File: src/rtl/llc_input_arbiter_if.sv
`default_nettype none
// ============================================================================
// Module : llc_input_arbiter_if
// Four input channels, stall masks and the held-message output of the
// LLC DECODE front-end arbiter.
// Rev    : 1.0
// ============================================================================
interface llc_input_arbiter_if #(
  parameter int DATA_W = 160
);
  logic              rsp_in_valid;
  logic              rsp_in_ready;
  logic [DATA_W-1:0] rsp_in_data;
  logic              rst_tb_valid;
  logic              rst_tb_ready;
  logic [DATA_W-1:0] rst_tb_data;
  logic              req_in_valid;
  logic              req_in_ready;
  logic [DATA_W-1:0] req_in_data;
  logic              dma_req_in_valid;
  logic              dma_req_in_ready;
  logic [DATA_W-1:0] dma_req_in_data;
  logic              req_stall;
  logic              dma_stall;
  logic              out_valid;
  logic              out_ready;
  logic [DATA_W-1:0] out_data;
  logic [1:0]        out_src;
  logic              starve_force;

  // Arbiter side
  modport slave (
    input  rsp_in_valid, rsp_in_data, rst_tb_valid, rst_tb_data,
           req_in_valid, req_in_data, dma_req_in_valid, dma_req_in_data,
           req_stall, dma_stall, out_ready,
    output rsp_in_ready, rst_tb_ready, req_in_ready, dma_req_in_ready,
           out_valid, out_data, out_src, starve_force
  );

  // Sender / DECODE side
  modport master (
    output rsp_in_valid, rsp_in_data, rst_tb_valid, rst_tb_data,
           req_in_valid, req_in_data, dma_req_in_valid, dma_req_in_data,
           req_stall, dma_stall, out_ready,
    input  rsp_in_ready, rst_tb_ready, req_in_ready, dma_req_in_ready,
           out_valid, out_data, out_src, starve_force
  );
endinterface
`default_nettype wire

File: src/rtl/llc_input_arbiter.sv
`default_nettype none
// ============================================================================
// Module : llc_input_arbiter
// Registered arbiter feeding DECODE: fixed priority rsp > rst > RR(req,dma),
// per-channel stall masks and a starvation guard for the request channels.
// Rev    : 1.0
// ============================================================================
module llc_input_arbiter #(
  parameter int DATA_W   = 160,
  parameter int MAX_WAIT = 8
) (
  input  logic               clk,
  input  logic               rst_n,
  llc_input_arbiter_if.slave bus
);
  localparam int               CNT_W   = $clog2(MAX_WAIT + 1);
  localparam logic [CNT_W-1:0] C_MAX   = CNT_W'(MAX_WAIT);
  localparam logic [1:0]       SRC_RSP = 2'd0;
  localparam logic [1:0]       SRC_RST = 2'd1;
  localparam logic [1:0]       SRC_REQ = 2'd2;
  localparam logic [1:0]       SRC_DMA = 2'd3;

  logic              out_valid_q, out_valid_d;
  logic [DATA_W-1:0] out_data_q, out_data_d;
  logic [1:0]        out_src_q, out_src_d;
  logic              rr_ptr_q, rr_ptr_d;
  logic [CNT_W-1:0]  starve_cnt_q, starve_cnt_d;

  logic       load;
  logic       e_rsp, e_rst, e_req, e_dma, any_rr;
  logic       rr_pick_dma;
  logic       starve_force;
  logic       grant_vld;
  logic [1:0] grant;

  // Grant selection; only meaningful while the output register can load
  always_comb begin
    load         = !out_valid_q || bus.out_ready;
    e_rsp        = bus.rsp_in_valid;
    e_rst        = bus.rst_tb_valid;
    e_req        = bus.req_in_valid & !bus.req_stall;
    e_dma        = bus.dma_req_in_valid & !bus.dma_stall;
    any_rr       = e_req | e_dma;
    rr_pick_dma  = e_dma & (!e_req | rr_ptr_q);
    starve_force = (starve_cnt_q == C_MAX) & any_rr;
    grant_vld    = 1'b0;
    grant        = SRC_RSP;
    if (load) begin
      if (starve_force) begin
        grant_vld = 1'b1;
        grant     = rr_pick_dma ? SRC_DMA : SRC_REQ;
      end else if (e_rsp) begin
        grant_vld = 1'b1;
        grant     = SRC_RSP;
      end else if (e_rst) begin
        grant_vld = 1'b1;
        grant     = SRC_RST;
      end else if (any_rr) begin
        grant_vld = 1'b1;
        grant     = rr_pick_dma ? SRC_DMA : SRC_REQ;
      end
    end
  end

  always_comb begin
    out_valid_d  = out_valid_q;
    out_data_d   = out_data_q;
    out_src_d    = out_src_q;
    rr_ptr_d     = rr_ptr_q;
    starve_cnt_d = starve_cnt_q;
    if (load) begin
      out_valid_d = grant_vld;
      if (grant_vld) begin
        out_src_d = grant;
        case (grant)
          SRC_RSP: out_data_d = bus.rsp_in_data;
          SRC_RST: out_data_d = bus.rst_tb_data;
          SRC_REQ: out_data_d = bus.req_in_data;
          default: out_data_d = bus.dma_req_in_data;
        endcase
      end
    end
    if (grant_vld && grant == SRC_REQ) begin
      rr_ptr_d = 1'b1;
    end else if (grant_vld && grant == SRC_DMA) begin
      rr_ptr_d = 1'b0;
    end
    // A pending request that loses to rsp/rst counts one more lost cycle
    if (!any_rr) begin
      starve_cnt_d = '0;
    end else if (grant_vld && grant[1]) begin
      starve_cnt_d = '0;
    end else if (grant_vld && starve_cnt_q != C_MAX) begin
      starve_cnt_d = starve_cnt_q + 1'b1;
    end
  end

  always_ff @(posedge clk or negedge rst_n) begin
    if (!rst_n) begin
      out_valid_q  <= 1'b0;
      out_data_q   <= '0;
      out_src_q    <= SRC_RSP;
      rr_ptr_q     <= 1'b0;
      starve_cnt_q <= '0;
    end else begin
      out_valid_q  <= out_valid_d;
      out_data_q   <= out_data_d;
      out_src_q    <= out_src_d;
      rr_ptr_q     <= rr_ptr_d;
      starve_cnt_q <= starve_cnt_d;
    end
  end

  assign bus.rsp_in_ready     = grant_vld && grant == SRC_RSP;
  assign bus.rst_tb_ready     = grant_vld && grant == SRC_RST;
  assign bus.req_in_ready     = grant_vld && grant == SRC_REQ;
  assign bus.dma_req_in_ready = grant_vld && grant == SRC_DMA;
  assign bus.out_valid        = out_valid_q;
  assign bus.out_data         = out_data_q;
  assign bus.out_src          = out_src_q;
  assign bus.starve_force     = starve_force;
endmodule
`default_nettype wire

File: src/flat_wrapper.sv
// flat-port wrapper written by rule: the top's interface ports become plain ports
module llc_input_arbiter_flat 
#(
  parameter int DATA_W   = 160,
  parameter int MAX_WAIT = 8
)
  (clk, rst_n, bus_rsp_in_valid, bus_rsp_in_data, bus_rst_tb_valid, bus_rst_tb_data, bus_req_in_valid, bus_req_in_data, bus_dma_req_in_valid, bus_dma_req_in_data, bus_req_stall, bus_dma_stall, bus_out_ready, bus_rsp_in_ready, bus_rst_tb_ready, bus_req_in_ready, bus_dma_req_in_ready, bus_out_valid, bus_out_data, bus_out_src, bus_starve_force);
  llc_input_arbiter_if #(.DATA_W(DATA_W)) bus_i ();
  input  logic clk;
  input  logic rst_n;
  input wire logic [$bits(bus_i.rsp_in_valid)-1:0] bus_rsp_in_valid;
  input wire logic [$bits(bus_i.rsp_in_data)-1:0] bus_rsp_in_data;
  input wire logic [$bits(bus_i.rst_tb_valid)-1:0] bus_rst_tb_valid;
  input wire logic [$bits(bus_i.rst_tb_data)-1:0] bus_rst_tb_data;
  input wire logic [$bits(bus_i.req_in_valid)-1:0] bus_req_in_valid;
  input wire logic [$bits(bus_i.req_in_data)-1:0] bus_req_in_data;
  input wire logic [$bits(bus_i.dma_req_in_valid)-1:0] bus_dma_req_in_valid;
  input wire logic [$bits(bus_i.dma_req_in_data)-1:0] bus_dma_req_in_data;
  input wire logic [$bits(bus_i.req_stall)-1:0] bus_req_stall;
  input wire logic [$bits(bus_i.dma_stall)-1:0] bus_dma_stall;
  input wire logic [$bits(bus_i.out_ready)-1:0] bus_out_ready;
  output wire logic [$bits(bus_i.rsp_in_ready)-1:0] bus_rsp_in_ready;
  output wire logic [$bits(bus_i.rst_tb_ready)-1:0] bus_rst_tb_ready;
  output wire logic [$bits(bus_i.req_in_ready)-1:0] bus_req_in_ready;
  output wire logic [$bits(bus_i.dma_req_in_ready)-1:0] bus_dma_req_in_ready;
  output wire logic [$bits(bus_i.out_valid)-1:0] bus_out_valid;
  output wire logic [$bits(bus_i.out_data)-1:0] bus_out_data;
  output wire logic [$bits(bus_i.out_src)-1:0] bus_out_src;
  output wire logic [$bits(bus_i.starve_force)-1:0] bus_starve_force;
  assign bus_i.rsp_in_valid = bus_rsp_in_valid;
  assign bus_i.rsp_in_data = bus_rsp_in_data;
  assign bus_i.rst_tb_valid = bus_rst_tb_valid;
  assign bus_i.rst_tb_data = bus_rst_tb_data;
  assign bus_i.req_in_valid = bus_req_in_valid;
  assign bus_i.req_in_data = bus_req_in_data;
  assign bus_i.dma_req_in_valid = bus_dma_req_in_valid;
  assign bus_i.dma_req_in_data = bus_dma_req_in_data;
  assign bus_i.req_stall = bus_req_stall;
  assign bus_i.dma_stall = bus_dma_stall;
  assign bus_i.out_ready = bus_out_ready;
  assign bus_rsp_in_ready = bus_i.rsp_in_ready;
  assign bus_rst_tb_ready = bus_i.rst_tb_ready;
  assign bus_req_in_ready = bus_i.req_in_ready;
  assign bus_dma_req_in_ready = bus_i.dma_req_in_ready;
  assign bus_out_valid = bus_i.out_valid;
  assign bus_out_data = bus_i.out_data;
  assign bus_out_src = bus_i.out_src;
  assign bus_starve_force = bus_i.starve_force;
  llc_input_arbiter #(.DATA_W(DATA_W), .MAX_WAIT(MAX_WAIT)) u_core (.clk(clk), .rst_n(rst_n), .bus(bus_i));
endmodule
File: config.mk
export PLATFORM = sky130hd
export DESIGN_NAME = llc_input_arbiter_flat
export DESIGN_NICKNAME = d
export VERILOG_FILES = /design/src/rtl/llc_input_arbiter_if.sv /design/src/rtl/llc_input_arbiter.sv /design/src/flat_wrapper.sv
export SDC_FILE = /design/constraint.sdc
export NUM_CORES = 1
export LEC_CHECK = 0
export CAP_MARGIN = 25
export CORE_AREA = 2 2 321 323
export CTS_BUF_LIST = sky130_fd_sc_hd__clkbuf_8
export DETAILED_ROUTE_END_ITERATION = 7
export DIE_AREA = 0 0 323 325
export MAX_ROUTING_LAYER = met4
export PLACE_DENSITY_LB_ADDON = 0.1
export SYNTH_ARGS = -nofsm -noshare
export SYNTH_HDL_FRONTEND = slang
export SYNTH_SLANG_ARGS = --single-unit
File: constraint.sdc
create_clock -name clk -period 3.15 [get_ports clk]
set_clock_uncertainty 0.1 [all_clocks]
set_input_delay 0.7875 -clock clk [delete_from_list [all_inputs] [get_ports clk]]
set_output_delay 0.7875 -clock clk [all_outputs]
set_load 0.005 [all_outputs]
==> metrics.cfg <==
[timing]
grt_setup_unrepaired=true
max_slew_margin=0.161
setup_viol=0
drv_slew=0
worst_slack_ns=0.108
fmax_mhz=329
tns_ns=0
report.final.hold_viol_count=0
fin_crit_ns=3.04
fin_crit_sh=0.966
worst_pin_slew_ns=1.26

[cts]
cts.htree.levels=4
insertion_delay_ns=0.60
clkSlewWorstSetupHoldPaths_ns=0.10
clock-root-buffer=clkbuf_8
clk_path_buf_depth=2
cts_tree=done
cts_made_buffers=17
cts.sinks=168

[critical_path]
crit_fanout=4
slowest_stage=dfrtp_1
reg2reg_depth=12
critPathArrivalTime_ns=2.15
endpoint_kind=output pin
cp_cell_sequence=inv_2 > ha_4 > nand3b_4 > a21o_4 > a21oi_4 > nand2_2 > nor3_2 > buf_4 > buf_6
required_ns=2.26
setup.worst_path.class=flop to output pin
reg2reg_from=u_core.starve_cnt_q[1]
start_kind=flop
reg2reg_setup_slack_ns=0.35
slowest_delay_ns=0.40
r2r-end=u_core.bus.out_data[26]

[cells_and_area]
most-common-layout-cells=clkdlybuf4s50_1, nand2_1, dfrtp_1
fin_util=0.251
instances_no_fill=4173
fin_nets=3405
syn_to_final_growth_pct=73.0
layout_commonest_cell=clkdlybuf4s50_1
drive_gt1_frac=0.0687

[floorplan]
fp-row-count=117
fp.dieW_um=323
die_area_mm2=0.105
core_mm2=0.101
io_pins=817
start_util=0.145
dieHeight_um=325

[yosys]
ys_types=35
async_flop_share=1.00
yosysWarnings=0
synth_ff_type=dfrtp_1
synth_edf_count=0
ys_seq_area_frac=0.286
synth.ff_latch_count=168
synthCells=2049
syn-num-nets=2700
synth_area_mm2=0.0147
avgSynthCellArea_um2=7.18

[global_route]
grt_max_degree=215
grt_pass1_wl_mm=152
grt_pass1_vias=20600
antenna_found_initial=39
grt_usage=0.205
grt_overflow=0

[job]
drv_cap=0

[power]
peakVddDrop_v=0.000260
power.total_mw=8.62
p_leak_nw=10.1
p_per_area_mw_per_mm2=338

[min_path]
holdPathEnd=u_core.bus.out_data[121]
hp-start=u_core.bus.out_data[121]
hold-path-cell-count=1
hold_path_class=flop to flop

[detailed_routing]
via_count=20100
initialDrtViolationCount=1348
final_antenna_net_count=0
route.detailed.drc=0
first_pass_iters=6
drt_wl_total_mm=108
viasPerCell=4.82
routedWlPerCell_um=25.9

[place]
port_buffers=816
place_hpwl_mm=73.7
dp_slack_ns=-0.938
placed_cells=4093
place_congestion=0.848

[status]
status=completed

where the power goes:
part	internal [mW]	switching (mW)
Clock	0.727	1.12
Combinational	2.19	1.85
Sequential	2.52	0.220
sequential cells by signal, summed over array words and instances (netlist names):
register              flops
u_core.bus.out_data     160
u_core.bus.out_valid      1
u_core.rr_ptr_q           1
u_core.starve_cnt_q       4
u_core.bus.out_src        2
synth_stat cells, types with 4 or more instances:
| cell type | instances | share of area |
|---|---|---|
| inv_1 | 4 | 0.0010 |
| nor3_1 | 4 | 0.0014 |
| a221oi_1 | 130 | 0.077 |
| a31oi_1 | 160 | 0.068 |
| buf_1 | 8 | 0.0020 |
| dfrtp_1 | 168 | 0.29 |
| buf_2 | 43 | 0.015 |
| nand2b_1 | 4 | 0.0017 |
| a221oi_2 | 30 | 0.031 |
| nor2_1 | 165 | 0.042 |
| nand2_1 | 484 | 0.12 |
| buf_4 | 15 | 0.0077 |
| o31ai_1 | 160 | 0.082 |
| a21oi_1 | 166 | 0.056 |
| o22a_1 | 160 | 0.095 |
| o21ai_0 | 163 | 0.055 |
| clkbuf_1 | 161 | 0.041 |
cell families after synthesis:
kind of cell	after synthesis	share of synthesized area
adder cells (fa/ha/maj)	2	0.00170
AND/OR/NAND/NOR	668	0.174
buffers and inverters	236	0.0689
AO/OA/AOI/OAI	975	0.470
flip-flops	168	0.286
routing by layer:
metal	routed length, µm	share of wire	up-vias	track usage
met2	52900	0.49	936	0.342
met1	42300	0.39	9807	0.229
met4	2840	0.026	0	0.0690
met5	0	0	-	-
li1	-	-	9235	-
met3	9960	0.092	117	0.0668
worst max-delay path by stage:
stage	start	endpoint	slack, ns	cells past startpoint
after floorplan	bus_req_stall	bus_req_in_ready	0.06	8
after global placement	bus_req_stall	bus_dma_req_in_ready	-0.99	9
after detailed placement	bus_req_stall	bus_dma_req_in_ready	-0.94	9
after CTS	u_core.starve_cnt_q[1]	bus_dma_req_in_ready	0.01	9
after global routing	u_core.starve_cnt_q[1]	bus_dma_req_in_ready	-0.05	9
final	u_core.starve_cnt_q[1]	bus_dma_req_in_ready	0.11	9
timing repair:
action,4_1_cts,5_1_grt
pin swaps,6,0
setup buffers,5,3
endpoints found under the hold margin,14,0
cloned,3,0
endpoints found under the setup margin,95,2
resized for setup,42,2
hold buffers,1,0
stage by stage:
stage               hold WS (ns)  cell area, µm²
finish                     0.417           25500
global route               0.430           25500
CTS                        0.420           25300
detailed placement         0.396           24800
global placement           0.374           24800
floorplan                  0.363           14700
cell type report:
class / instances / area (µm²)
clock inverters: 14 / 148
flip-flops and latches: 168 / 4200
fillers: 11100 / 75800
well taps: 1368 / 1710
inverters: 5 / 31.3
multi-input cells: 1645 / 9610
repair buffers: 917 / 9430
clock buffers: 18 / 248
diodes: 38 / 95.1
critical path: cells and delay by family, from the launching register on:
family | cells | cell delay (ns)
simple gates | 3 | 0.29
buf+inv | 3 | 0.32
flops | 1 | 0.40
fa+ha+maj | 1 | 0.15
compound gates | 2 | 0.38
(Power assumes the default switching activity.)
